<file path="src/rtl/cook_timer_ctrl.sv">
// cook_timer_ctrl: microwave cook-cycle controller.
// Assembles a 3-digit BCD cook time (M:SS) from keypad digits and counts it
// down on the 1 Hz tick. It sequences the magnetron through the SET, COOK,
// PAUSE and DONE phases.
// Optional feature macro: COOK_TIMER_QUICK_START_EN. When it is defined, a
// zero-time start loads 0:30, and start while cooking adds 30 s (capped at
// 9:59).
// Ports:
//   clk, reset (sync, active-high)
//   digit/digit_stb  - BCD keypad digit and its strobe (10-15 ignored)
//   tick_1hz         - one-cycle pulse per second
//   start/stop/clear - one-cycle requests
//   door_closed      - level, 1 = door closed
//   min_d/sec_t/sec_o - displayed time (registered)
//   mag_on, done, state - phase outputs (registered)
module cook_timer_ctrl #(
  parameter int unsigned DONE_HOLD = 3
) (
  input  logic       clk,
  input  logic       reset,
  input  logic [3:0] digit,
  input  logic       digit_stb,
  input  logic       tick_1hz,
  input  logic       start,
  input  logic       stop,
  input  logic       clear,
  input  logic       door_closed,
  output logic [3:0] min_d,
  output logic [3:0] sec_t,
  output logic [3:0] sec_o,
  output logic       mag_on,
  output logic       done,
  output logic [1:0] state
);

  localparam int unsigned DW = 4;
  localparam int unsigned HW = 4;

  typedef enum logic [1:0] {
    S_SET   = 2'b00,
    S_COOK  = 2'b01,
    S_PAUSE = 2'b10,
    S_DONE  = 2'b11
  } state_t;

  state_t        r_state, w_state_nxt;
  logic [DW-1:0] r_min, r_sect, r_seco;
  logic [DW-1:0] w_min_nxt, w_sect_nxt, w_seco_nxt;
  logic [HW-1:0] r_hold, w_hold_nxt;
  logic          r_mag_on, r_done;

  // Priority-resolved events: at most one is active per cycle
  logic w_ev_clear, w_ev_stop, w_ev_start, w_ev_digit, w_ev_tick;
  assign w_ev_clear = clear;
  assign w_ev_stop  = stop & ~clear;
  assign w_ev_start = start & ~stop & ~clear;
  assign w_ev_digit = digit_stb & ~start & ~stop & ~clear;
  assign w_ev_tick  = tick_1hz & ~digit_stb & ~start & ~stop & ~clear;

  logic w_time_zero;
  assign w_time_zero = (r_min == '0) && (r_sect == '0) && (r_seco == '0);

  // One-second decrement; seconds above 59 count down unnormalised
  logic [DW-1:0] w_dec_min, w_dec_sect, w_dec_seco;
  logic          w_dec_zero;
  always_comb begin
    w_dec_min  = r_min;
    w_dec_sect = r_sect;
    w_dec_seco = r_seco;
    if (r_seco != '0) begin
      w_dec_seco = r_seco - DW'(1);
    end else if (r_sect != '0) begin
      w_dec_seco = DW'(9);
      w_dec_sect = r_sect - DW'(1);
    end else begin
      w_dec_min  = r_min - DW'(1);
      w_dec_sect = DW'(5);
      w_dec_seco = DW'(9);
    end
  end
  assign w_dec_zero = (w_dec_min == '0) && (w_dec_sect == '0) && (w_dec_seco == '0);

`ifdef COOK_TIMER_QUICK_START_EN
  // Add 30 s: tens digit +3 with carry into minutes, capped at 9:59
  logic [DW-1:0] w_add_sum, w_add_min, w_add_sect;
  logic          w_add_sat;
  always_comb begin
    w_add_sum  = r_sect + DW'(3);
    w_add_min  = r_min;
    w_add_sect = w_add_sum;
    if (w_add_sum >= DW'(6)) begin
      w_add_sect = w_add_sum - DW'(6);
      w_add_min  = r_min + DW'(1);
    end
  end
  assign w_add_sat = (w_add_min > DW'(9));
`endif

  // Next-state and next-time logic
  always_comb begin
    w_state_nxt = r_state;
    w_min_nxt   = r_min;
    w_sect_nxt  = r_sect;
    w_seco_nxt  = r_seco;
    w_hold_nxt  = r_hold;
    case (r_state)
      S_SET: begin
        if (w_ev_clear) begin
          w_min_nxt  = '0;
          w_sect_nxt = '0;
          w_seco_nxt = '0;
        end else if (w_ev_start && door_closed) begin
          if (!w_time_zero) begin
            w_state_nxt = S_COOK;
          end
`ifdef COOK_TIMER_QUICK_START_EN
          else begin
            w_sect_nxt  = DW'(3);
            w_state_nxt = S_COOK;
          end
`endif
        end else if (w_ev_digit && (digit <= DW'(9))) begin
          w_min_nxt  = r_sect;
          w_sect_nxt = r_seco;
          w_seco_nxt = digit;
        end
      end
      S_COOK: begin
        if (!door_closed || w_ev_stop) begin
          w_state_nxt = S_PAUSE;
        end else if (w_ev_start) begin
`ifdef COOK_TIMER_QUICK_START_EN
          if (w_add_sat) begin
            w_min_nxt  = DW'(9);
            w_sect_nxt = DW'(5);
            w_seco_nxt = DW'(9);
          end else begin
            w_min_nxt  = w_add_min;
            w_sect_nxt = w_add_sect;
          end
`endif
        end else if (w_ev_tick) begin
          w_min_nxt  = w_dec_min;
          w_sect_nxt = w_dec_sect;
          w_seco_nxt = w_dec_seco;
          if (w_dec_zero) begin
            w_state_nxt = S_DONE;
            w_hold_nxt  = '0;
          end
        end
      end
      S_PAUSE: begin
        if (w_ev_clear || w_ev_stop) begin
          w_state_nxt = S_SET;
          w_min_nxt   = '0;
          w_sect_nxt  = '0;
          w_seco_nxt  = '0;
        end else if (w_ev_start && door_closed) begin
          w_state_nxt = S_COOK;
        end
      end
      S_DONE: begin
        w_min_nxt  = '0;
        w_sect_nxt = '0;
        w_seco_nxt = '0;
        if (w_ev_clear || w_ev_stop || w_ev_start || w_ev_digit) begin
          w_state_nxt = S_SET;
          w_hold_nxt  = '0;
        end else if (w_ev_tick) begin
          if ((r_hold + HW'(1)) == HW'(DONE_HOLD)) begin
            w_state_nxt = S_SET;
            w_hold_nxt  = '0;
          end else begin
            w_hold_nxt = r_hold + HW'(1);
          end
        end
      end
      default: w_state_nxt = S_SET;
    endcase
  end

  // State, time and output registers
  always_ff @(posedge clk) begin
    if (reset) begin
      r_state  <= S_SET;
      r_min    <= '0;
      r_sect   <= '0;
      r_seco   <= '0;
      r_hold   <= '0;
      r_mag_on <= 1'b0;
      r_done   <= 1'b0;
    end else begin
      r_state  <= w_state_nxt;
      r_min    <= w_min_nxt;
      r_sect   <= w_sect_nxt;
      r_seco   <= w_seco_nxt;
      r_hold   <= w_hold_nxt;
      r_mag_on <= (w_state_nxt == S_COOK);
      r_done   <= (w_state_nxt == S_DONE);
    end
  end

  assign min_d  = r_min;
  assign sec_t  = r_sect;
  assign sec_o  = r_seco;
  assign mag_on = r_mag_on;
  assign done   = r_done;
  assign state  = r_state;

endmodule

</file>
<file path="config.mk">
export PLATFORM = sky130hd
export DESIGN_NAME = cook_timer_ctrl
export DESIGN_NICKNAME = d
export VERILOG_FILES = /design/src/rtl/cook_timer_ctrl.sv
export SDC_FILE = /design/constraint.sdc
export NUM_CORES = 1
export LEC_CHECK = 0
export ABC_AREA = 1
export BUFFER_PORTS_ARGS = -buffer_cell sky130_fd_sc_hd__buf_2
export CAP_MARGIN = 25
export CORE_MARGIN = 3
export CORE_UTILIZATION = 35
export DETAILED_ROUTE_END_ITERATION = 12
export RECOVER_POWER = 25
export SLEW_MARGIN = 20
export SYNTH_ARGS = -nofsm -noshare
export SYNTH_HDL_FRONTEND = slang
export SYNTH_SLANG_ARGS = --single-unit
</file>
<file path="constraint.sdc">
create_clock -name clk -period 4.1 [get_ports clk]
set_input_delay 0.205 -clock clk [delete_from_list [all_inputs] [get_ports clk]]
set_output_delay 0.205 -clock clk [all_outputs]
set_load 0.02 [all_outputs]
</file>
==> metrics <==
r2r startpoint=sec_o[0]; LEAKAGE=between 0.8 and 0.9 nW; number of synthesized flops with an enable pin=0; clock sinks=20; Req. time, crit path=about 4300 ps; DR WL/cell=between 10 and 15 um; TritonCTS clock tree=built; # rows=22; H-Tree Depth=1; setup violators final=0; DRT Pass-1 Iters=4; number of cells upsized or downsized after cts=0; Worst-Skew Late Latency=around 260 ps; Sum Neg Setup Slack=0 ps; Final min period=between 1500 and 2000 ps; worst-path fanout max=8; clock skew=3.02 ps; Initial Util=0.378; area delta synth->final=15.4%; Post-Syn Nets=between 200 and 250; cts hold-fix bufs=0; CTS clk-pin slew, worst paths=about 80 ps; area of the die=4940 sq um; NumNets Final=roughly 270; vias=about 1500; startpoint of the worst hold path=reset; post-layout util=0.436; yosys warns=0; share of cells above drive strength 1=0.196; via/cell ratio=4.98; Worst R2R End=r_hold[2]; drc violations=0; f_max=between 500 and 600 MHz; vias in the first global route=1366; fin crit share=0.418; highest routed metal layer=met4; RSZ-0062 raised after global routing=no; hold_ws=~170 ps; top cell type's share of synthesized area=0.277; power per cell area=about 370 nW/um^2; HP Class=input pin to register; sequential area share after synthesis=0.277; all-layer global routing usage=0.146; Synth Cell Area=1450 sq um; Max-cap violations=0; wl on met1=1730 um; ys flop type=dfxtp_1; Worst-Margin Slew=425 ps; remaining antenna violation count=0; r2r setup slk=roughly 2400 ps; Total Wirelength=roughly 3500 um; antenna violations before repair=0; Die H=approximately 70 um; Mapped Cells=around 220; Yosys reg bits=20; Placer Congestion=about 0.85; I/O pins=28; syn avg cell area=~6.5 sq um; R2R depth=13; clk root buf=clkbuf_8; critical path arrival=approximately 1900 ps; port buffer count=27; Max IR drop VDD=about 160 uV; leading post-synthesis cells by cell area=dfxtp_1 (28%), nand2_1 (12%), inv_1 (7.8%); Setup crit start kind=register; status=complete, no violations; Post-CTS Setup Bufs=0; HPWL Detailed=2760 um; Max transition margin=0.716; Setup CP Type=register to register; Hold Vio Cnt, Final=0; CTS Buffer Depth=2; Max Slew Vio Count=0; hold-critical path depth=2; ANT cells=0; CP Capture Type=register; ys async rst share=0; pin count of the biggest net entering global routing=17; die width=between 70 and 80 um; wire length of the first global-routing pass=a little over 6000 um; number of distinct library cells after synthesis=32; core area=3830 sq um; total grt overflow=0; WL met3=between 150 and 200 um; Num CTS Buffers=3; Worst Hold Endpoint=sec_o[2]; Yosys top cell by area=dfxtp_1; WL met2=around 1600 um; Iteration-0 DRC Markers=89
## cells in the final DEF (no fill, tap or decap), types with 3 or more instances in the layout
cell type  instances
a21oi_1           16
buf_2             18
inv_1             30
nand2_1           48
nor2_4             4
a22oi_1            5
o21ai_0           12
o22ai_1            5
nand2_2            6
inv_2              5
nand2_4            3
nor2_1            29
clkbuf_8           4
ha_1               4
nand3_1            7
clkbuf_1           9
nand4_1            3
dfxtp_1           20
nor2_2             4
## final cells by class
type                    instances  area (sq um)
repair buffers                 27           124
multi-input cells             163           892
well taps                      48          60.1
flip-flops and latches         20           400
clock buffers                   4          55.1
fillers                       396          2160
inverters                      36           138
## critical path, stage by stage (launching register included)
cell and delay, ps:
dfxtp_1 370, nor2_4 220, nand2_4 100, nor2_4 140, nand2_2 100, nand2_2 70
nand2_2 60, nor2_2 130, nand3_2 110, nand2_2 90, nand2_4 70, nand2_1 70
nand2_1 40, nor2_1 90
## worst max path at each step
stage | start | to | slack [ps] | cells after the start
5_1_grt | sec_o[0] | r_hold[3] | 2170 | 13
3_3_place_gp | sec_o[0] | r_hold[2] | 2380 | 12
4_1_cts | sec_o[0] | r_hold[2] | 2390 | 13
6_report | sec_o[0] | r_hold[2] | 2390 | 13
3_5_place_dp | sec_o[0] | r_hold[2] | 2410 | 13
2_1_floorplan | state[0] | sec_o[3] | 2460 | 10
## cells in the mapped netlist, types with 5 or more instances
library cell,instances
inv_1,30
dfxtp_1,20
nand2_2,6
o21ai_0,12
nor2_1,29
nand2_1,48
inv_2,5
o22ai_1,5
nand3_1,7
a21oi_1,16
a22oi_1,5
## metal layers
metal  GRT usage  vias up
li1            -      774
met1       0.210      656
met2       0.225       47
met3      0.0230        6
met4      0.0362        0
met5           0        -
## state kept, by name, summed over array words and instances (netlist names)
signal and cells:
done 1, sec_t 4, sec_o 4, state 2, mag_on 1, min_d 4, r_hold 4
## power breakdown
group          leakage, nW  switching (mW)  internal, mW
Clock               0.0288          0.0696        0.0856
Sequential           0.163          0.0221         0.210
Combinational        0.645           0.158        0.0773
Total                0.837           0.250         0.373
## cell families after synthesis
group / after synthesis / share of synthesized area
xor+xnor: 2 / 0.0121
compound gates: 46 / 0.184
buf+inv: 38 / 0.106
flops: 20 / 0.277
simple gates: 111 / 0.386
fa+ha+maj: 4 / 0.0346
## through the flow
stage	cells	power (mW)	area, sq um	setup slack (ps)
after floorplan	221	0.416	1450	2460
after global placement	294	0.475	1630	2380
after detailed placement	294	0.473	1630	2410
after CTS	298	0.627	1680	2390
after global routing	298	0.670	1670	2170
final	298	0.623	1670	2390
Power figures use the tool's default switching activity.
